[src/rtl/serial_subtractor.sv]
// ---------------------------------------------------------------------------
// serial_subtractor
//   Bit-serial subtractor computing (a - b) mod 2^WIDTH, one bit per clock,
//   LSB first, with a single borrow flip-flop. Controlled by a start/done
//   handshake: IDLE -> SHIFT (WIDTH cycles) -> DONE (one cycle) -> IDLE.
//
// Optional feature macro: SERIAL_SUB_OVF_EN
//   When defined, adds the ovf port and the two operand-MSB capture flops.
//
// Ports:
//   clk    in   system clock, rising edge
//   rst    in   synchronous active-high reset
//   start  in   request, only honoured in IDLE
//   a, b   in   minuend / subtrahend, captured when start is accepted
//   busy   out  high while bits are being processed
//   done   out  one-cycle pulse when diff/bout/zero(/ovf) are updated
//   diff   out  (a - b) mod 2^WIDTH
//   bout   out  final borrow (a < b unsigned)
//   zero   out  diff == 0
//   ovf    out  signed overflow (only with SERIAL_SUB_OVF_EN)
// ---------------------------------------------------------------------------
module serial_subtractor #(
  parameter int WIDTH = 4
) (
  input  logic             clk,
  input  logic             rst,
  input  logic             start,
  input  logic [WIDTH-1:0] a,
  input  logic [WIDTH-1:0] b,
  output logic             busy,
  output logic             done,
  output logic [WIDTH-1:0] diff,
  output logic             bout,
  output logic             zero
`ifdef SERIAL_SUB_OVF_EN
  ,
  output logic             ovf
`endif
);

  localparam int CNT_W = $clog2(WIDTH + 1);
  localparam logic [CNT_W-1:0] LAST_BIT = CNT_W'(WIDTH - 1);

  typedef enum logic [1:0] {
    S_IDLE  = 2'd0,
    S_SHIFT = 2'd1,
    S_DONE  = 2'd2
  } state_t;

  state_t           r_state;
  state_t           w_state_nxt;

  logic [WIDTH-1:0] r_a_sr;
  logic [WIDTH-1:0] r_b_sr;
  logic [WIDTH-1:0] r_res;
  logic             r_br;
  logic [CNT_W-1:0] r_cnt;

  logic             r_busy;
  logic             r_done;
  logic [WIDTH-1:0] r_diff;
  logic             r_bout;
  logic             r_zero;

  logic             w_load;
  logic             w_step;
  logic             w_fin;
  logic             w_busy_nxt;

  logic             w_x;
  logic             w_y;
  logic             w_d;
  logic             w_br_nxt;

  // Single-bit full subtractor on the current LSBs and the stored borrow.
  always_comb begin
    w_x      = r_a_sr[0];
    w_y      = r_b_sr[0];
    w_d      = w_x ^ w_y ^ r_br;
    w_br_nxt = (~w_x & w_y) | (~(w_x ^ w_y) & r_br);
  end

  // FSM state register.
  always_ff @(posedge clk) begin
    if (rst) begin
      r_state <= S_IDLE;
    end else begin
      r_state <= w_state_nxt;
    end
  end

  // FSM next-state logic; start outside IDLE is simply dropped.
  always_comb begin
    w_state_nxt = r_state;
    case (r_state)
      S_IDLE: begin
        if (start) begin
          w_state_nxt = S_SHIFT;
        end else begin
          w_state_nxt = S_IDLE;
        end
      end
      S_SHIFT: begin
        if (r_cnt == LAST_BIT) begin
          w_state_nxt = S_DONE;
        end else begin
          w_state_nxt = S_SHIFT;
        end
      end
      S_DONE: begin
        w_state_nxt = S_IDLE;
      end
      default: begin
        w_state_nxt = S_IDLE;
      end
    endcase
  end

  // FSM output decode: datapath enables and next values of registered flags.
  always_comb begin
    w_load = 1'b0;
    w_step = 1'b0;
    w_fin  = 1'b0;
    case (r_state)
      S_IDLE: begin
        w_load = start;
      end
      S_SHIFT: begin
        w_step = 1'b1;
      end
      S_DONE: begin
        w_fin = 1'b1;
      end
      default: begin
        w_load = 1'b0;
      end
    endcase
    // busy is registered, so it follows the state being entered.
    w_busy_nxt = (w_state_nxt == S_SHIFT);
  end

  // Operand shift registers, borrow, bit counter and result accumulator.
  always_ff @(posedge clk) begin
    if (rst) begin
      r_a_sr <= {WIDTH{1'b0}};
      r_b_sr <= {WIDTH{1'b0}};
      r_res  <= {WIDTH{1'b0}};
      r_br   <= 1'b0;
      r_cnt  <= {CNT_W{1'b0}};
    end else if (w_load) begin
      r_a_sr <= a;
      r_b_sr <= b;
      r_br   <= 1'b0;
      r_cnt  <= {CNT_W{1'b0}};
    end else if (w_step) begin
      r_a_sr <= {1'b0, r_a_sr[WIDTH-1:1]};
      r_b_sr <= {1'b0, r_b_sr[WIDTH-1:1]};
      // New bit enters at the MSB; after WIDTH steps bit 0 has reached the LSB.
      r_res  <= {w_d, r_res[WIDTH-1:1]};
      r_br   <= w_br_nxt;
      r_cnt  <= r_cnt + CNT_W'(1);
    end else begin
      r_a_sr <= r_a_sr;
      r_b_sr <= r_b_sr;
      r_res  <= r_res;
      r_br   <= r_br;
      r_cnt  <= r_cnt;
    end
  end

  // Registered handshake flags.
  always_ff @(posedge clk) begin
    if (rst) begin
      r_busy <= 1'b0;
      r_done <= 1'b0;
    end else begin
      r_busy <= w_busy_nxt;
      r_done <= w_fin;
    end
  end

  // Result outputs: only updated on the DONE cycle, held otherwise.
  always_ff @(posedge clk) begin
    if (rst) begin
      r_diff <= {WIDTH{1'b0}};
      r_bout <= 1'b0;
      r_zero <= 1'b1;
    end else if (w_fin) begin
      r_diff <= r_res;
      r_bout <= r_br;
      r_zero <= (r_res == {WIDTH{1'b0}});
    end else begin
      r_diff <= r_diff;
      r_bout <= r_bout;
      r_zero <= r_zero;
    end
  end

`ifdef SERIAL_SUB_OVF_EN
  logic r_a_msb;
  logic r_b_msb;
  logic r_ovf;

  // Operand sign capture and signed-overflow flag.
  always_ff @(posedge clk) begin
    if (rst) begin
      r_a_msb <= 1'b0;
      r_b_msb <= 1'b0;
      r_ovf   <= 1'b0;
    end else if (w_load) begin
      r_a_msb <= a[WIDTH-1];
      r_b_msb <= b[WIDTH-1];
      r_ovf   <= r_ovf;
    end else if (w_fin) begin
      r_a_msb <= r_a_msb;
      r_b_msb <= r_b_msb;
      // Overflow only possible with opposite signs and a result sign flip.
      r_ovf   <= (r_a_msb != r_b_msb) && (r_res[WIDTH-1] != r_a_msb);
    end else begin
      r_a_msb <= r_a_msb;
      r_b_msb <= r_b_msb;
      r_ovf   <= r_ovf;
    end
  end

  assign ovf = r_ovf;
`endif

  assign busy = r_busy;
  assign done = r_done;
  assign diff = r_diff;
  assign bout = r_bout;
  assign zero = r_zero;

endmodule
[config.mk]
export PLATFORM = sky130hd
export DESIGN_NAME = serial_subtractor
export DESIGN_NICKNAME = d
export VERILOG_FILES = /design/src/rtl/serial_subtractor.sv
export SDC_FILE = /design/constraint.sdc
export NUM_CORES = 1
export LEC_CHECK = 0
export CAP_MARGIN = 10
export CORE_MARGIN = 2
export CORE_UTILIZATION = 46
export DETAILED_ROUTE_END_ITERATION = 6
export PLACE_DENSITY = 0.74
export SETUP_SLACK_MARGIN = 0.02
export SYNTH_ARGS = -nofsm -noshare
export SYNTH_HDL_FRONTEND = slang
export SYNTH_SLANG_ARGS = --single-unit
export TNS_END_PERCENT = 50
[constraint.sdc]
create_clock -name clk -period 1.3 [get_ports clk]
set_clock_uncertainty 0.2 [all_clocks]
set_input_delay 0.39 -clock clk [delete_from_list [all_inputs] [get_ports clk]]
set_output_delay 0.39 -clock clk [all_outputs]
set_load 0.01 [all_outputs]
Yosys cells after proc, flatten, opt, wreduce, memory -nomap -nowiden. Cells that the tools add are included.

Register bits after elaboration: 26. Bits of input ports: 11.

Add/subtract/negate cells: 1. Equality and inequality tests: 4. Multiplexer cells: 10. Bitwise gates (word level): 8. Reduce and logical (&&, ||, !) cells: 5.

Operator list (number): 2-to-1 mux 4 bit (4); == test 2 x 1 -> 1 bit (second input constant) (2); logical NOT 4 bit (1); 2-to-1 mux 1 bit (4); one-hot mux 2 bit (2 select lines) (1); adder 3 x 1 -> 3 bit (second input constant) (1); == test 3 x 2 -> 1 bit (second input constant) (1); inverter 1 bit (3); AND 1 bit (2); == test 2 bit (second input constant) (1); logical NOT 2 bit (1); 2-to-1 mux 2 bit (1); AND reduction 2 bit (1); nonzero test 2 bit (1); OR reduction 2 bit (1); XOR 1 bit (2); OR 1 bit (1).

Logic depth before layout (Yosys ltp).
Word-level depth: 4. Gate-level depth with buffers: 4.

Worst setup path after synthesis. Ideal clock, no wire load.

Kind: reg-to-reg. Start: register r_state[1]. End: register r_br. Arrival: 1074 ps. Setup slack: -73 ps. Cell stages (with the launch flop): 4. Period minus slack after synthesis: 1373 ps. Cells stage by stage: dfxtp_1 -> and2b_4 -> buf_6 -> a2111oi_4.

Cells in the longest elaborated chain, start to end: 3.

Ends and longest elaborated chain: from (decl) (RTL line 50) `state_t r_state;`; from (signal assigned) (RTL line 88) `r_state <= w_state_nxt;`; logical NOT 2 bit (RTL line 124) `case (r_state)`; 2-to-1 mux 1 bit (RTL line 124); OR reduction 2 bit (no line); to (signal assigned) (RTL line 160) `r_br <= w_br_nxt;`; to (signal assigned) (RTL line 166) `r_br <= r_br;`; to (decl) (RTL line 56) `logic r_br;`.

Parallel ways exist; a longest one is shown, timed or not. A chain may end at the register's enable or synchronous reset.

Worst setup path after layout.
Start: register r_state[0]. End: register r_b_sr[1].

Cells in the longest elaborated chain, start to end: 3.

Ends and longest elaborated chain: == test 2 x 1 -> 1 bit / logical NOT 2 bit (equally long branches) (RTL line 124); 2-to-1 mux 1 bit (RTL line 124); nonzero test 2 bit (no line) / 2-to-1 mux 4 bit (equally long branches); to (signal assigned) (RTL line 146) `r_b_sr <= {WIDTH{1'b0}};`; to (signal assigned) (RTL line 157) `r_b_sr <= {1'b0, r_b_sr[WIDTH-1:1]};`; to (signal assigned) (RTL line 164) `r_b_sr <= r_b_sr;`; to (decl) (RTL line 54) `logic [WIDTH-1:0] r_b_sr;`.

Parallel ways exist; a longest one is shown, timed or not.

==> key figures <==
Logic synthesis
  – Cell variety after synth: 32
  – Net Count, Synth: ~130
  – Synth warn: 0
  – Seq/Total Area, Yosys: between 40% and 50%
  – Fraction of the mapped netlist area in simple logic gates: just under 20%
  – Post-synthesis compound-gate area fraction: between 10% and 20%
  – Yosys reg bits: 26
  – Adder-cell share of the synthesized area: under 10%
  – XOR/XNOR Fraction of Synth Area: less than 1%
  – Largest family of logic cells by synthesized area: simple AND/OR/NAND/NOR gates
  – Fraction of registers with async set/reset: 0%
  – Cells after synthesis: 114
  – Mean post-synth cell area: a little under 10 um^2
  – Mux contribution to synthesized area: under 10%
  – Mapped cell area: approximately 1100 um^2
  – Dominant synthesized flop cell: dfxtp_1
  – Post-synth EDFFs: 0

STA
  – RSZ-0062 raised after global routing: true
  – Final period util: 108.3%
  – Slew headroom: 86.75%
  – Fin. Hold Viols: 0
  – Clock period minus worst slack: around 1.4 ns
  – Endpoints failing setup: 25
  – Final slew viol count: 0
  – Worst slew pin tran: just under 0.2 ns
  – Setup TNS Final: -1.935 ns
  – Final worst slack: -0.1084 ns
  – Maximum clock frequency: roughly 710 MHz

Global routing
  – Global route total overflow: 0
  – Vias in the first global route: ~950
  – All-Layer GR Usage: 20.19%
  – Largest net degree at the start of global routing: 21
  – Initial antenna violation count: 0
  – First-pass GRT wire length: 4.008 mm

Critical path
  – Required time worst endpoint: approximately 1.4 ns
  – Startpoint types: flip-flop
  – Worst-path fanout max: 8
  – CP arrival: ~1.5 ns
  – CP startpoint: r_state[0]
  – WS Path Type: reg -> reg
  – CP endpoint kind: flip-flop
  – Reg2reg start: r_state[0]

CTS
  – Clock Latency Late Sink: about 0.34 ns
  – Clock sink total: 26
  – Cts hold-fix bufs: 0
  – CTS tree: built
  – CTS clk-pin slew, worst paths: ~0.16 ns
  – Clock tree buffer depth: 2
  – Root buffer cell: clkbuf_4
  – H-tree Lvls: 1
  – Cts bufs inserted: 3

Job
  – Max_cap viols: 0

Floorplan
  – Die area: about 2800 um^2
  – I/O pin count: 19
  – Die width: 53.18 um
  – Die Y: roughly 53 um
  – Initial core utilization: between 40 and 50%
  – Row cnt: 17
  – CORE AREA: 2255 um^2

Routing
  – Number of DRC markers in iteration 0: 7
  – Antenna viol nets, final: 0
  – DRC viols: 0
  – Routed wire length: between 2 and 3 mm
  – Per-cell routed wire length: between 10 and 15 um
  – Pre-Repair DR Iteration Count: 4
  – Via count: approximately 990
  – Post-DR vias/cell: 5.254

Layout
  – Layout cells sized above 1: around 52%
  – Core Util, Final: ~80%
  – Synthesis-to-layout area growth: 57.82%
  – Ant diodes: 0
  – Post-Layout Cell Count: roughly 190
  – Final net count: 176
  – Fill cell count: ~160

Placement
  – Post-Place Setup Slack: -0.6243 ns
  – IO buf count: 18
  – GP Congestion: around 0.75
  – Dpl cells: approximately 180
  – Final HPWL DP: about 1.8 mm

Power and ir drop
  – Power Density: a little over 1000 nW/um^2
  – Combinational cell fraction of total power: 19.4%
  – Internal: roughly 1300 uW
  – Worst VDD drop: between 0.8 and 0.9 mV
  – Sequential Power Share: roughly half
  – Switch share: between 20% and 30%
  – Final Power: between 1500 and 2000 uW
  – Switching Power: 443.0 uW
  – Clk pwr share: 32.2%
  – Leakage Power: ~0.00072 uW

Min path
  – Hold Crit Class: reg -> reg
  – Hold path start: r_a_sr[2]

Status
  – Failing checks: negative setup slack
  – Status: finished, violations left
## registers in the layout (all words and copies together), names as in the netlist
signal   flops
done         1
zero         1
diff         4
r_b_sr       4
r_a_sr       4
r_state      2
bout         1
r_br         1
r_cnt        3
busy         1
r_res        4
## kinds of logic (layout without fill, tap and decap cells)
kind of cell	after synthesis	after routing
AOI/OAI and AO/OA	23	23
xor gates and xnor gates	1	1
muxes	6	6
DFF	26	26
adders and majority gates	3	3
buffers and inverters	12	58
and+or+nand+nor	43	44
## power by group through the flow
stage	Sequential [uW]	Combinational, uW	Clock (uW)
floorplan	875	163	0
global placement	875	272	0
detailed placement	876	281	0
CTS	860	304	564
global route	867	372	603
finish	862	346	575
## per-layer routing
metal	routed length [um]	up-vias	track usage (%)
met5	0	-	0
met4	79	0	8.120
met3	76	7	5.085
met2	1517	17	38.96
met1	1053	483	20.21
li1	-	486	-
## worst max-delay path, stage by stage, from the launching register on
cell	delay, ns
dfxtp_4	0.39
buf_6	0.12
nor3b_4	0.23
buf_12	0.17
a21oi_4	0.03
a211oi_2	0.19
## cell usage after synthesis, drive strengths merged (3+ instances only)
master  number  area, um^2
dfxtp       26       520.5
nor2        15       56.30
nand2       14       52.55
a21oi       10       53.80
a211oi       6       65.06
mux2i        6       60.06
buf          5       36.28
inv          5       18.77
nand2b       3       18.77
## what timing repair did
item | CTS | global route
gates cloned | 0 | 1
endpoints found under the hold margin | 0 | 0
setup endpoints to repair | 31 | 32
pin swaps | 2 | 6
gates resized for setup | 53 | 21
buffers inserted | 6 | 2
## per-stage QoR
step	area (um^2)	hold WS, ns
floorplan	1130	0.2436
global placement	1509	0.2578
detailed placement	1509	0.2696
CTS	1660	0.2889
global route	1755	0.3010
finish	1755	0.2896
## final cells by class
type / count / area, um^2 / area share, %
Inverter: 5 / 18.77 / 1.069
Clock buffer: 3 / 22.52 / 1.283
Sequential cell: 26 / 541.8 / 30.86
Multi-Input combinational cell: 77 / 626.9 / 35.71
Tap cell: 28 / 35.03 / 1.996
Clock inverter: 1 / 30.03 / 1.711
Timing Repair Buffer: 49 / 480.5 / 27.37
## cell usage in the layout (no fill, tap or decap), types with 5 or more instances in the layout
cell type	synthesis	routed
buf_6	1	11
dfxtp_1	26	13
nand2_1	14	13
a21oi_2	1	8
buf_4	2	23
dfxtp_2	0	11
mux2i_1	6	5
nor2_1	15	14
clkdlybuf4s50_1	0	9
## final timing paths
kind                                  end  slack (ns)  depth (start not counted)
worst max register to register  r_b_sr[1]       -0.11                          5
worst max-delay path            r_b_sr[1]       -0.11                          5
worst min-delay path            r_a_sr[2]        0.29                          2
worst min register to register  r_a_sr[2]        0.29                          2
Power figures use the tool's default switching activity.
